==> src/rtl/mips_pkg.sv <==
// Shared register-index constants and the destination-select encoding
// for the write-register destination path.
package mips_pkg;

  localparam int REG_W   = 5;
  localparam int NUM_SRC = 3;
  localparam int SEL_W   = 3;

  localparam logic [REG_W-1:0] REG_RA   = 5'd31;
  localparam logic [REG_W-1:0] REG_SP   = 5'd29;
  localparam logic [REG_W-1:0] REG_ZERO = 5'd0;

  // Encoding for the default NUM_SRC; wider configurations keep the same
  // order (instruction fields first, then $ra, then $sp).
  typedef enum logic [SEL_W-1:0] {
    FIELD_0 = 3'd0,
    FIELD_1 = 3'd1,
    FIELD_2 = 3'd2,
    SEL_RA  = 3'd3,
    SEL_SP  = 3'd4
  } dest_sel_t;

endpackage

==> src/rtl/dest_sel_mux.sv <==
// Combinational destination select: an instruction field, $ra or $sp,
// with a flag telling whether sel names a defined source.
module dest_sel_mux #(
  parameter int REG_W   = 5,
  parameter int NUM_SRC = 3,
  parameter int SEL_W   = 3
) (
  input  logic [SEL_W-1:0]         sel_i,
  input  logic [NUM_SRC*REG_W-1:0] fields_i,
  output logic [REG_W-1:0]         dest_o,
  output logic                     legal_o
);
  import mips_pkg::*;

  localparam logic [SEL_W-1:0] SEL_RA_IDX = SEL_W'(NUM_SRC);
  localparam logic [SEL_W-1:0] SEL_SP_IDX = SEL_W'(NUM_SRC + 1);

  always_comb begin
    dest_o  = '0;
    legal_o = 1'b0;
    for (int k = 0; k < NUM_SRC; k++) begin
      if (sel_i == SEL_W'(k)) begin
        dest_o  = fields_i[k*REG_W +: REG_W];
        legal_o = 1'b1;
      end
    end
    if (sel_i == SEL_RA_IDX) begin
      dest_o  = REG_W'(REG_RA);
      legal_o = 1'b1;
    end
    if (sel_i == SEL_SP_IDX) begin
      dest_o  = REG_W'(REG_SP);
      legal_o = 1'b1;
    end
  end

endmodule

==> src/rtl/write_reg_dest_pipe.sv <==
// Write-register destination select carried through STAGES pipeline slots,
// with writeback outputs and youngest-match forwarding indices for rs/rt.
module write_reg_dest_pipe #(
  parameter int REG_W   = 5,
  parameter int NUM_SRC = 3,
  parameter int STAGES  = 3,
  parameter int SEL_W   = 3
) (
  input  logic                         clk,
  input  logic                         reset,
  input  logic                         stall,
  input  logic                         flush,
  input  logic                         in_valid,
  input  logic                         reg_write,
  input  logic [SEL_W-1:0]             sel,
  input  logic [NUM_SRC*REG_W-1:0]     fields,
  input  logic [REG_W-1:0]             rs_addr,
  input  logic [REG_W-1:0]             rt_addr,
  output logic [REG_W-1:0]             dest_comb,
  output logic                         illegal_sel,
  output logic [STAGES*REG_W-1:0]      slot_dest,
  output logic [STAGES-1:0]            slot_wen,
  output logic [REG_W-1:0]             wb_dest,
  output logic                         wb_wen,
  output logic [$clog2(STAGES+1)-1:0]  fwd_rs,
  output logic [$clog2(STAGES+1)-1:0]  fwd_rt
);
  import mips_pkg::*;

  localparam int FWD_W = $clog2(STAGES + 1);

  logic sel_legal;
  logic cap_wen;
  logic illegal_q, illegal_d;

  dest_sel_mux #(
    .REG_W   (REG_W),
    .NUM_SRC (NUM_SRC),
    .SEL_W   (SEL_W)
  ) u_dest_sel_mux (
    .sel_i    (sel),
    .fields_i (fields),
    .dest_o   (dest_comb),
    .legal_o  (sel_legal)
  );

  assign cap_wen = in_valid & reg_write & sel_legal & (dest_comb != REG_W'(REG_ZERO));

  for (genvar i = 0; i < STAGES; i++) begin : g_slot
    logic [REG_W-1:0] dest_q, dest_d;
    logic             wen_q, wen_d;
    logic [REG_W-1:0] prev_dest;
    logic             prev_wen;
    logic             kill;
    logic             hold;

    if (i == 0) begin : g_head
      assign prev_dest = dest_comb;
      assign prev_wen  = cap_wen;
    end else begin : g_body
      assign prev_dest = slot_dest[(i-1)*REG_W +: REG_W];
      assign prev_wen  = slot_wen[i-1];
    end

    // Writeback keeps advancing under flush so the retiring entry is not lost;
    // a single-slot pipe has nothing upstream to flush.
    if (i == STAGES-1) begin : g_wb
      assign kill = 1'b0;
      if (STAGES > 1) begin : g_multi
        assign hold = stall & ~flush;
      end else begin : g_single
        assign hold = stall;
      end
    end else begin : g_mid
      assign kill = flush;
      assign hold = stall;
    end

    always_comb begin
      dest_d = prev_dest;
      wen_d  = prev_wen;
      if (kill) begin
        dest_d = '0;
        wen_d  = 1'b0;
      end else if (hold) begin
        dest_d = dest_q;
        wen_d  = wen_q;
      end
    end

    always_ff @(posedge clk or negedge reset) begin
      if (!reset) begin
        dest_q <= '0;
        wen_q  <= 1'b0;
      end else begin
        dest_q <= dest_d;
        wen_q  <= wen_d;
      end
    end

    assign slot_dest[i*REG_W +: REG_W] = dest_q;
    assign slot_wen[i]                 = wen_q;
  end

  assign illegal_d = illegal_q | (in_valid & ~stall & ~flush & ~sel_legal);

  always_ff @(posedge clk or negedge reset) begin
    if (!reset) begin
      illegal_q <= 1'b0;
    end else begin
      illegal_q <= illegal_d;
    end
  end

  assign illegal_sel = illegal_q;
  assign wb_dest     = slot_dest[(STAGES-1)*REG_W +: REG_W];
  assign wb_wen      = slot_wen[STAGES-1];

  // Scan oldest to youngest so the youngest match is the one left standing.
  always_comb begin
    fwd_rs = '0;
    fwd_rt = '0;
    for (int i = STAGES-1; i >= 0; i--) begin
      if (slot_wen[i] && (slot_dest[i*REG_W +: REG_W] == rs_addr) && (rs_addr != '0)) begin
        fwd_rs = FWD_W'(i + 1);
      end
      if (slot_wen[i] && (slot_dest[i*REG_W +: REG_W] == rt_addr) && (rt_addr != '0)) begin
        fwd_rt = FWD_W'(i + 1);
      end
    end
  end

endmodule
==> config.mk <==
export PLATFORM = sky130hd
export DESIGN_NAME = write_reg_dest_pipe
export DESIGN_NICKNAME = d
export VERILOG_FILES = /design/src/rtl/mips_pkg.sv /design/src/rtl/dest_sel_mux.sv /design/src/rtl/write_reg_dest_pipe.sv
export SDC_FILE = /design/constraint.sdc
export NUM_CORES = 1
export LEC_CHECK = 0
export BUFFER_PORTS_ARGS = -buffer_cell sky130_fd_sc_hd__buf_2
export CAP_MARGIN = 20
export CORE_ASPECT_RATIO = 0.7
export CORE_MARGIN = 2
export CORE_UTILIZATION = 49
export DETAILED_ROUTE_END_ITERATION = 6
export PLACE_DENSITY = 0.85
export SETUP_SLACK_MARGIN = 0.1
export SYNTH_ARGS = -nofsm -noshare
export SYNTH_HDL_FRONTEND = slang
export SYNTH_SLANG_ARGS = --single-unit
==> constraint.sdc <==
create_clock -name clk -period 3.32 [get_ports clk]
set_input_delay 0.332 -clock clk [delete_from_list [all_inputs] [get_ports clk]]
set_output_delay 0.332 -clock clk [all_outputs]
set_load 0.01 [all_outputs]
### Yosys cells after proc, flatten, opt, wreduce, memory -nomap -nowiden

Index checks and enable logic that the tools add are counted.

* eq/ne operators: 11
* bitwise gates (word level): 11
* reduce and logical (&&, ||, !) cells: 16
* muxes and demuxes: 24

Operators with widths (number)
* $mux W5: 9
* $eq A5 B5 Y1: 6
* $reduce_bool A5 Y1: 3
* $logic_and A1 B1 Y1: 12
* $mux W2: 6
* $mux W1: 9
* $and A1 B1 Y1: 7
* $eq A3 B2 Y1 const B: 2
* $eq A3 B1 Y1 const B: 1
* $eq A3 B3 Y1 const B: 1
* $logic_not A3 Y1: 1
* $not A1 Y1: 3
* $ne A2 B1 Y1 const B: 1
* $or A1 B1 Y1: 1

* output and inout bits: 34
* word-level logic and storage cells: 69
* register bits: 19
* input bits: 34

### Depth between registers and ports, before layout

Gate-level depths: netlist of run 1.

* word-level depth: 10
* mapped depth: 6
* mapped depth without buffers: 5

### Cells and area by module

A second synthesis of run 1 with hierarchy kept.

* cells, all modules: 147
* area, all modules: 1387.6 um^2

By module, submodules not included
* write_reg_dest_pipe: area an instance 1242.4 um^2, seq. area each 475.5 um^2, times used 1, cells each 122
* dest_sel_mux: area an instance 145.1 um^2, seq. area each 0.0 um^2, times used 1, cells each 25

### Least setup slack after synthesis of run 1

Ideal clock, no wire load.

* path type: reg2out
* start point: reg g_slot[1].dest_q[1]
* end point: out fwd_rt[1]
* cell stages (with the launch flop): 5
* path buffers: 0
* required time: 2.988 ns
* path slack: 1.555 ns
* arrival time: 1.433 ns
* cell sequence: dfrtp_1 -> xor2_1 -> or4_1 -> nor2b_1 -> nor2_1

* word-level cells in the longest chain between the ends: 5

Ends and longest elaborated chain
* start: declaration: line write_reg_dest_pipe.sv:50 `logic [REG_W-1:0] dest_q, dest_d;`
* start signal: assignment: line write_reg_dest_pipe.sv:96 `dest_q <= dest_d;`
* $eq A5 B5 Y1: line write_reg_dest_pipe.sv:127 `if (slot_wen[i] && (slot_dest[i*REG_W +: REG_W] == rt_addr) && (rt_addr != '0)) begin`
* $logic_and A1 B1 Y1 (2 in a row): line write_reg_dest_pipe.sv:127
* $mux W2 (2 in a row): line write_reg_dest_pipe.sv:127
* end: declaration: line write_reg_dest_pipe.sv:26 `output logic [$clog2(STAGES+1)-1:0] fwd_rt`

Every way passes these cells.

### Worst setup path in the final report of run 1

* start point: reg g_slot[1].dest_q[2]
* end point: out fwd_rt[1]

Same word-level chain as after synthesis.

==> results of run 1 <==
logic make-up after synthesis:
family / Yosys count
xor+xnor: 30
buf+inv: 14
flops: 19
compound gates: 17
simple gates: 68
mux: 11
cell usage in the layout, fill, tap and decap left out, drive strengths merged, types with 5 or more instances in the layout:
cell / Yosys / routed
buf: 10 / 67
nand2: 18 / 18
xor2: 12 / 12
mux2i: 11 / 11
nand3: 5 / 5
nor2: 22 / 22
xnor2: 18 / 18
nand4: 6 / 6
dfrtp: 19 / 19
synth_stat cells:
cell type	number	area, um^2
dfrtp_1	19	475
nand2_1	18	67.6
a21o_1	2	15.0
o211ai_1	3	22.5
nor2b_1	4	25.0
nand3_1	5	25.0
a21oi_1	3	15.0
or4bb_1	1	11.3
mux2i_1	11	110
o21bai_1	1	7.51
xnor2_1	18	158
o21ai_0	4	20.0
nand2b_1	2	12.5
xor2_1	12	105
a41o_1	1	10.0
clkbuf_1	4	15.0
or4_1	4	30.0
nor3_1	1	5.00
nand4_1	6	37.5
buf_2	2	10.0
nor4_1	4	25.0
nor2_1	21	78.8
nor2_2	1	6.26
a211oi_1	3	22.5
or2_2	1	6.26
buf_4	8	60.1
power by group through the flow:
stage | clock network [mW] | logic [mW] | registers [mW]
floorplan | 0 | 0.0724 | 0.262
global placement | 0 | 0.129 | 0.261
detailed placement | 0 | 0.131 | 0.262
CTS | 0.162 | 0.131 | 0.257
global route | 0.169 | 0.146 | 0.259
finish | 0.157 | 0.131 | 0.258
state kept, by name, indices dropped and copies added (netlist names):
name and cells:
illegal_sel 1, g_slot.wen_q 2, g_slot.dest_q 10, wb_wen 1
wb_dest 5
area by class of cell:
type	count	area, um^2	share of cell area (%)
sequential	19	475	27.7
multi-input combinational	126	816	47.5
clock buffer	3	41.3	2.40
timing repair buffer	67	335	19.5
clock inverter	1	5.00	0.291
tap	36	45.0	2.62
how the worst max path moves through the flow:
stage,from,endpoint,slack (ns),cells after the start
CTS,g_slot[1].dest_q[4],fwd_rt[1],1.16,6
global placement,rs_addr[0],fwd_rs[1],1.38,7
floorplan,g_slot[1].dest_q[1],fwd_rt[1],1.56,4
global route,g_slot[1].dest_q[2],fwd_rt[1],1.00,6
finish,g_slot[1].dest_q[2],fwd_rt[1],1.15,6
detailed placement,rs_addr[0],fwd_rs[1],1.36,7
routing by layer:
layer / vias up / track usage [%] / wire, um
li1: 654 / - / -
met4: 0 / 3.06 / 13
met1: 625 / 35.5 / 1680
met3: 2 / 5.35 / 204
met5: - / 0 / 0
met2: 42 / 35.8 / 1590
critical path: stages, from the launching register on:
cell and delay (ns):
dfrtp_1 0.46, xnor2_1 0.23, nand4_1 0.11, or4_1 0.43, nor2b_1 0.15, nor2_1 0.08
buf_2 0.13
==> metrics.txt, run 1 <==
Clk pwr share=28.8%; Rows=16; grt total ovfl=0; switching part of the total power=29.6%; Nets=251; FF-to-FF Start=g_slot[0].wen_q; dpl ws=1.36 ns; Adder-Cell Fraction of Synth Area=0%; FF-to-FF End=g_slot[0].wen_q; Clk Tree Root Cell=clkbuf_8; Post-DP HPWL=2810 um; H-tree depth=1; post-route cell area=1720 um^2; status=finished clean; Post-Route Utilization=62.6%; Pins Over Slew Limit=0; Post-Syn Nets=193; DP Cell Count=248; clk sinks=19; CTS tree=built; via count=1323; Final Non-Filler Cells=252; post-synthesis simple-gate area fraction=24.0%; Initial Util=50.2%; Cell Pwr Density=318 nW/um^2; worst min-delay path class=in2async; Placed Area=1670 um^2; Int Pwr=0.385 mW; period utilisation layout=65.3%; cts repair resizes=0; crit end category=output pin; Leak=0.924 nW; vias in the first global route=1203; Pwr Total=0.546 mW; Worst Tran Pin Value=0.509 ns; sequential share of power=47.2%; Mapped Avg Cell Area=8.66 um^2; synthesized area=1380 um^2; WL per Instance=13.9 um; R2R cell count=2; Worst R2R Setup Slack=2.43 ns; path type of the worst setup path=reg2out; Setup TNS=0 ns; die area=3260 um^2; DR DRC count=0; cts hold-fix bufs=0; Initial DRT Pass Iterations=4; clock tree buffer depth=2; area delta synth->final=24.8%; Synth Area in XOR/XNOR=19.1%; initial antenna violation count=0; worst path arrival time=1.84 ns; Max rail drop VDD=220 uV; FMAX=461 MHz; largest net degree at the start of global routing=20; Final Wtd Congestion=0.915; Post-Syn Instances=159; first-pass GRT wire length=5860 um; Die H=48.3 um; CTS Buf Count=3; startpoint types=flip-flop; Vias per Instance=5.25; Setup Fix Bufs, Post-CTS=0; Die Width=67.3 um; Psw=0.161 mW; hold slack=0.00612 ns; register area share after synthesis=34.5%; Routed Antenna Nets=0; required time worst endpoint=2.99 ns; Tot GR Track Use=23.7%; Slew HR=66.0%; clock latency at the later pin of the worst-skew pair=0.25 ns; post-synthesis compound-gate area fraction=8.18%; Initial DRC Count=52; Port Buf Inserts=67; Final Hold Fails=0; Worst Slack Setup Final=1.15 ns; MaxCap Viol Count=0; Netlist cell types=26; flops & latches, synth=19; Ports=68; routed wire length=3490 um; # diodes=0; synth warn=0; post-synthesis mux area share=8.00%; share of cells above drive strength 1=33.8%; Comb pwr share=24.0%; largest family of logic cells by synthesized area=simple AND/OR/NAND/NOR gates; Core Area=2740 um^2; setup violators final=0; peak fanout along the critical path=5; Layout Skew=0.000550 ns; unrepaired setup endpoints after global routing=no; Worst-path clk slew=0.07 ns; crit path time final=2.17 ns; fillcell total=242
No activity file was read; power rests on OpenSTA's default activity.
==> run 2, diff against run 1 <==
--- a/config.mk
+++ b/config.mk
@@ -9,9 +9,9 @@
 export CAP_MARGIN = 20
 export CORE_ASPECT_RATIO = 0.7
 export CORE_MARGIN = 2
-export CORE_UTILIZATION = 49
+export CORE_UTILIZATION = 46
 export DETAILED_ROUTE_END_ITERATION = 6
-export PLACE_DENSITY = 0.85
+export PLACE_DENSITY = 0.8
 export SETUP_SLACK_MARGIN = 0.1
 export SYNTH_ARGS = -nofsm -noshare
 export SYNTH_HDL_FRONTEND = slang
==> constraint.sdc (replaced) <==
create_clock -name clk -period 2.04 [get_ports clk]
set_input_delay 0.204 -clock clk [delete_from_list [all_inputs] [get_ports clk]]
set_output_delay 0.204 -clock clk [all_outputs]
set_load 0.01 [all_outputs]
==> run 2 against run 1 <==
  * Sequential share of layout area decreased by 0.75 points
  * Flip-flop and latch count unchanged
  * Clock power increased by 65%
  * Wire length increased by 6.2%
  * Cell count increased by 2.0%
  * Critical path depth unchanged
  * Die area increased by 6.1%
  * Sequential power increased by 62%
  * Combinational power increased by 72%
  * First-iteration DRC count increased by 35%
  * Design area increased by 3.9%
  * Power increased by 65%
  * Critical path type unchanged
  * Critical endpoint is now fwd_rs[1]
  * Largest cell class unchanged
==> metrics.txt, run 2 (synthesis gave the netlist of run 1 again) <==
max reg flops=10 (unchanged); share of cells above drive strength 1=38.0% (+4.2 points); Post-DP HPWL=2850 um (+1.4%); DR DRC count=0 (unchanged); peak fanout along the critical path=3 (-2); Initial DRT Pass Iterations=4 (unchanged); via count=1378 (+4.2%); Port Buf Inserts=67 (unchanged); cell family with the largest share of critical-path delay=simple AND/OR/NAND/NOR gates; CP startpoint=g_slot[1].dest_q[2]; Placed Area=1680 um^2 (+0.45%); Layout Skew=0.000670 ns (+0.000121 ns); Die Width=69.4 um (+3.0%); required time worst endpoint=1.84 ns (-1.15 ns); R2R cell count=4 (+2); Worst Slack Setup Final=0.0277 ns (-1.12 ns); routed wire length=3710 um (+6.2%); Final Wtd Congestion=0.914 (-0.16%); Initial Util=48.8% (-1.4 points); die area=3450 um^2 (+6.1%); Leak=0.952 nW (+3.1%); Post-Route Utilization=63.2% (+0.57 points); Final Hold Fails=0 (unchanged); Core Area=2820 um^2 (+2.9%); WL per Instance=14.4 um (+4.1%); Die H=49.8 um (+2.9%); Initial DRC Count=70 (+35%); MaxCap Viol Count=0 (unchanged); # diodes=0 (unchanged); Worst R2R Setup Slack=1.12 ns (-1.31 ns); Tot GR Track Use=22.0% (-1.6 points); Worst-path clk slew=0.06 ns (about the same); first-pass GRT wire length=6070 um (+3.5%); Max rail drop VDD=458 uV (+110%); status=finished clean; startpoint types=flip-flop; Largest Register=g_slot.dest_q; crit end category=output pin; Hold Path Depth=2; CP cell instances=xnor2_2, nand4_1, or4_4, nor2b_1, nor2_2, buf_2; FF-to-FF Start=g_slot[1].dest_q[2]; FF-to-FF End=wb_dest[2]; largest net degree at the start of global routing=20 (unchanged); setup violators final=0 (unchanged); Vias per Instance=5.36 (+2.1%); path type of the worst setup path=reg2out; dpl ws=0.227 ns (-1.13 ns); area delta synth->final=29.6%; hold slack=0.225 ns (+0.218 ns); clk sinks=19 (unchanged); grt total ovfl=0 (unchanged); H-tree depth=1 (unchanged); unrepaired setup endpoints after global routing=yes; crit-path max cell delay=0.45 ns (about the same); CTS Buf Count=3 (unchanged); worst min-delay path class=in2reg; Nets=256 (+2.0%); CTS tree=built; worst path arrival time=1.81 ns (-0.03 ns); clock latency at the later pin of the worst-skew pair=0.25 ns (about the same); Cell Pwr Density=506 nW/um^2 (+59%); most frequent cells in the layout=buf_2, nor2_1, nand2_1, xnor2_1, dfrtp_1; Ports=68 (unchanged); Pwr Total=0.902 mW (+65%); crit path time final=2.01 ns; Hold Path End=illegal_sel; commonest non-fill, non-tap cell in the layout=buf_2; slowest CP cell=or4_4; Min-Delay Startpoint=in_valid; Slew HR=64.2% (-1.8 points); post-route cell area=1780 um^2 (+3.9%); fillcell total=239 (-1.2%); period utilisation layout=98.6%; Pins Over Slew Limit=0 (unchanged); Rows=16 (unchanged); Buf+Inv Stages, Crit Path=1 (unchanged); Routed Antenna Nets=0 (unchanged); Worst Tran Pin Value=0.536 ns (+0.0267 ns); clock tree buffer depth=2 (unchanged); FMAX=497 MHz; initial antenna violation count=0 (unchanged); vias in the first global route=1248 (+3.7%); Clk Tree Root Cell=clkbuf_8
[run 2: changes by cell type in the layout (fill, tap and decap cells not counted), moves of 2 or more]
cell     before  now
buf_4         0    4
dfrtp_1      19   15
dfrtp_2       0    4
or4_1         4    2
or4_4         0    2
xnor2_1      18   16
xnor2_2       0    2
[run 2: repair_timing]
item | 4_1_cts | 5_1_grt
resized for setup | 6 | 2
pin swaps | 3 | 1
hold buffers | 1 | 0
setup endpoints to repair | 4 | 4
hold endpoints to repair | 19 | 0
setup buffers | 3 | 0
[run 2: stage by stage]
step / TNS [ns] / instances
floorplan: 0 / 159
global placement: 0 / 249
detailed placement: 0 / 249
CTS: 0 / 257
global route: -0.0504 / 257
finish: 0 / 257
[run 2: final cells by class]
cell class	count	area, um^2	area share (%)
Multi-Input combinational cell	126	838	47.0
Tap cell	36	45.0	2.52
Timing Repair Buffer	72	375	21.0
Sequential cell	19	480	26.9
Clock buffer	4	45.0	2.52
[run 2: worst register-to-register path: cells and delay by family (launching register included)]
kind / cells / cell delay, ns
DFF: 1 / 0.44
and+or+nand+nor: 2 / 0.11
buffers and inverters: 2 / 0.27
[run 2: worst max-delay path by stage]
stage	depth (start not counted)	slack (ns)	to
floorplan	4	0.40	fwd_rt[1]
global placement	7	0.26	fwd_rs[1]
detailed placement	7	0.23	fwd_rs[1]
CTS	6	0.05	fwd_rs[1]
global route	6	-0.05	fwd_rs[1]
finish	6	0.03	fwd_rs[1]
[run 2: per-layer routing]
metal  GRT usage, %  vias to the layer above  share of wire [%]
met2           33.2                       44                 45
li1               -                      662                  -
met3           4.50                        8                6.0
met1           32.3                      664                 48
met4           5.88                        0                1.4
met5              0                        -                  0
[run 2: where the power goes]
part	total [mW]	leakage (nW)	internal, mW	switching [mW]
registers	0.418	0.250	0.393	0.0252
logic	0.225	0.679	0.105	0.121
clock network	0.259	0.0228	0.139	0.120
total	0.902	0.952	0.636	0.266
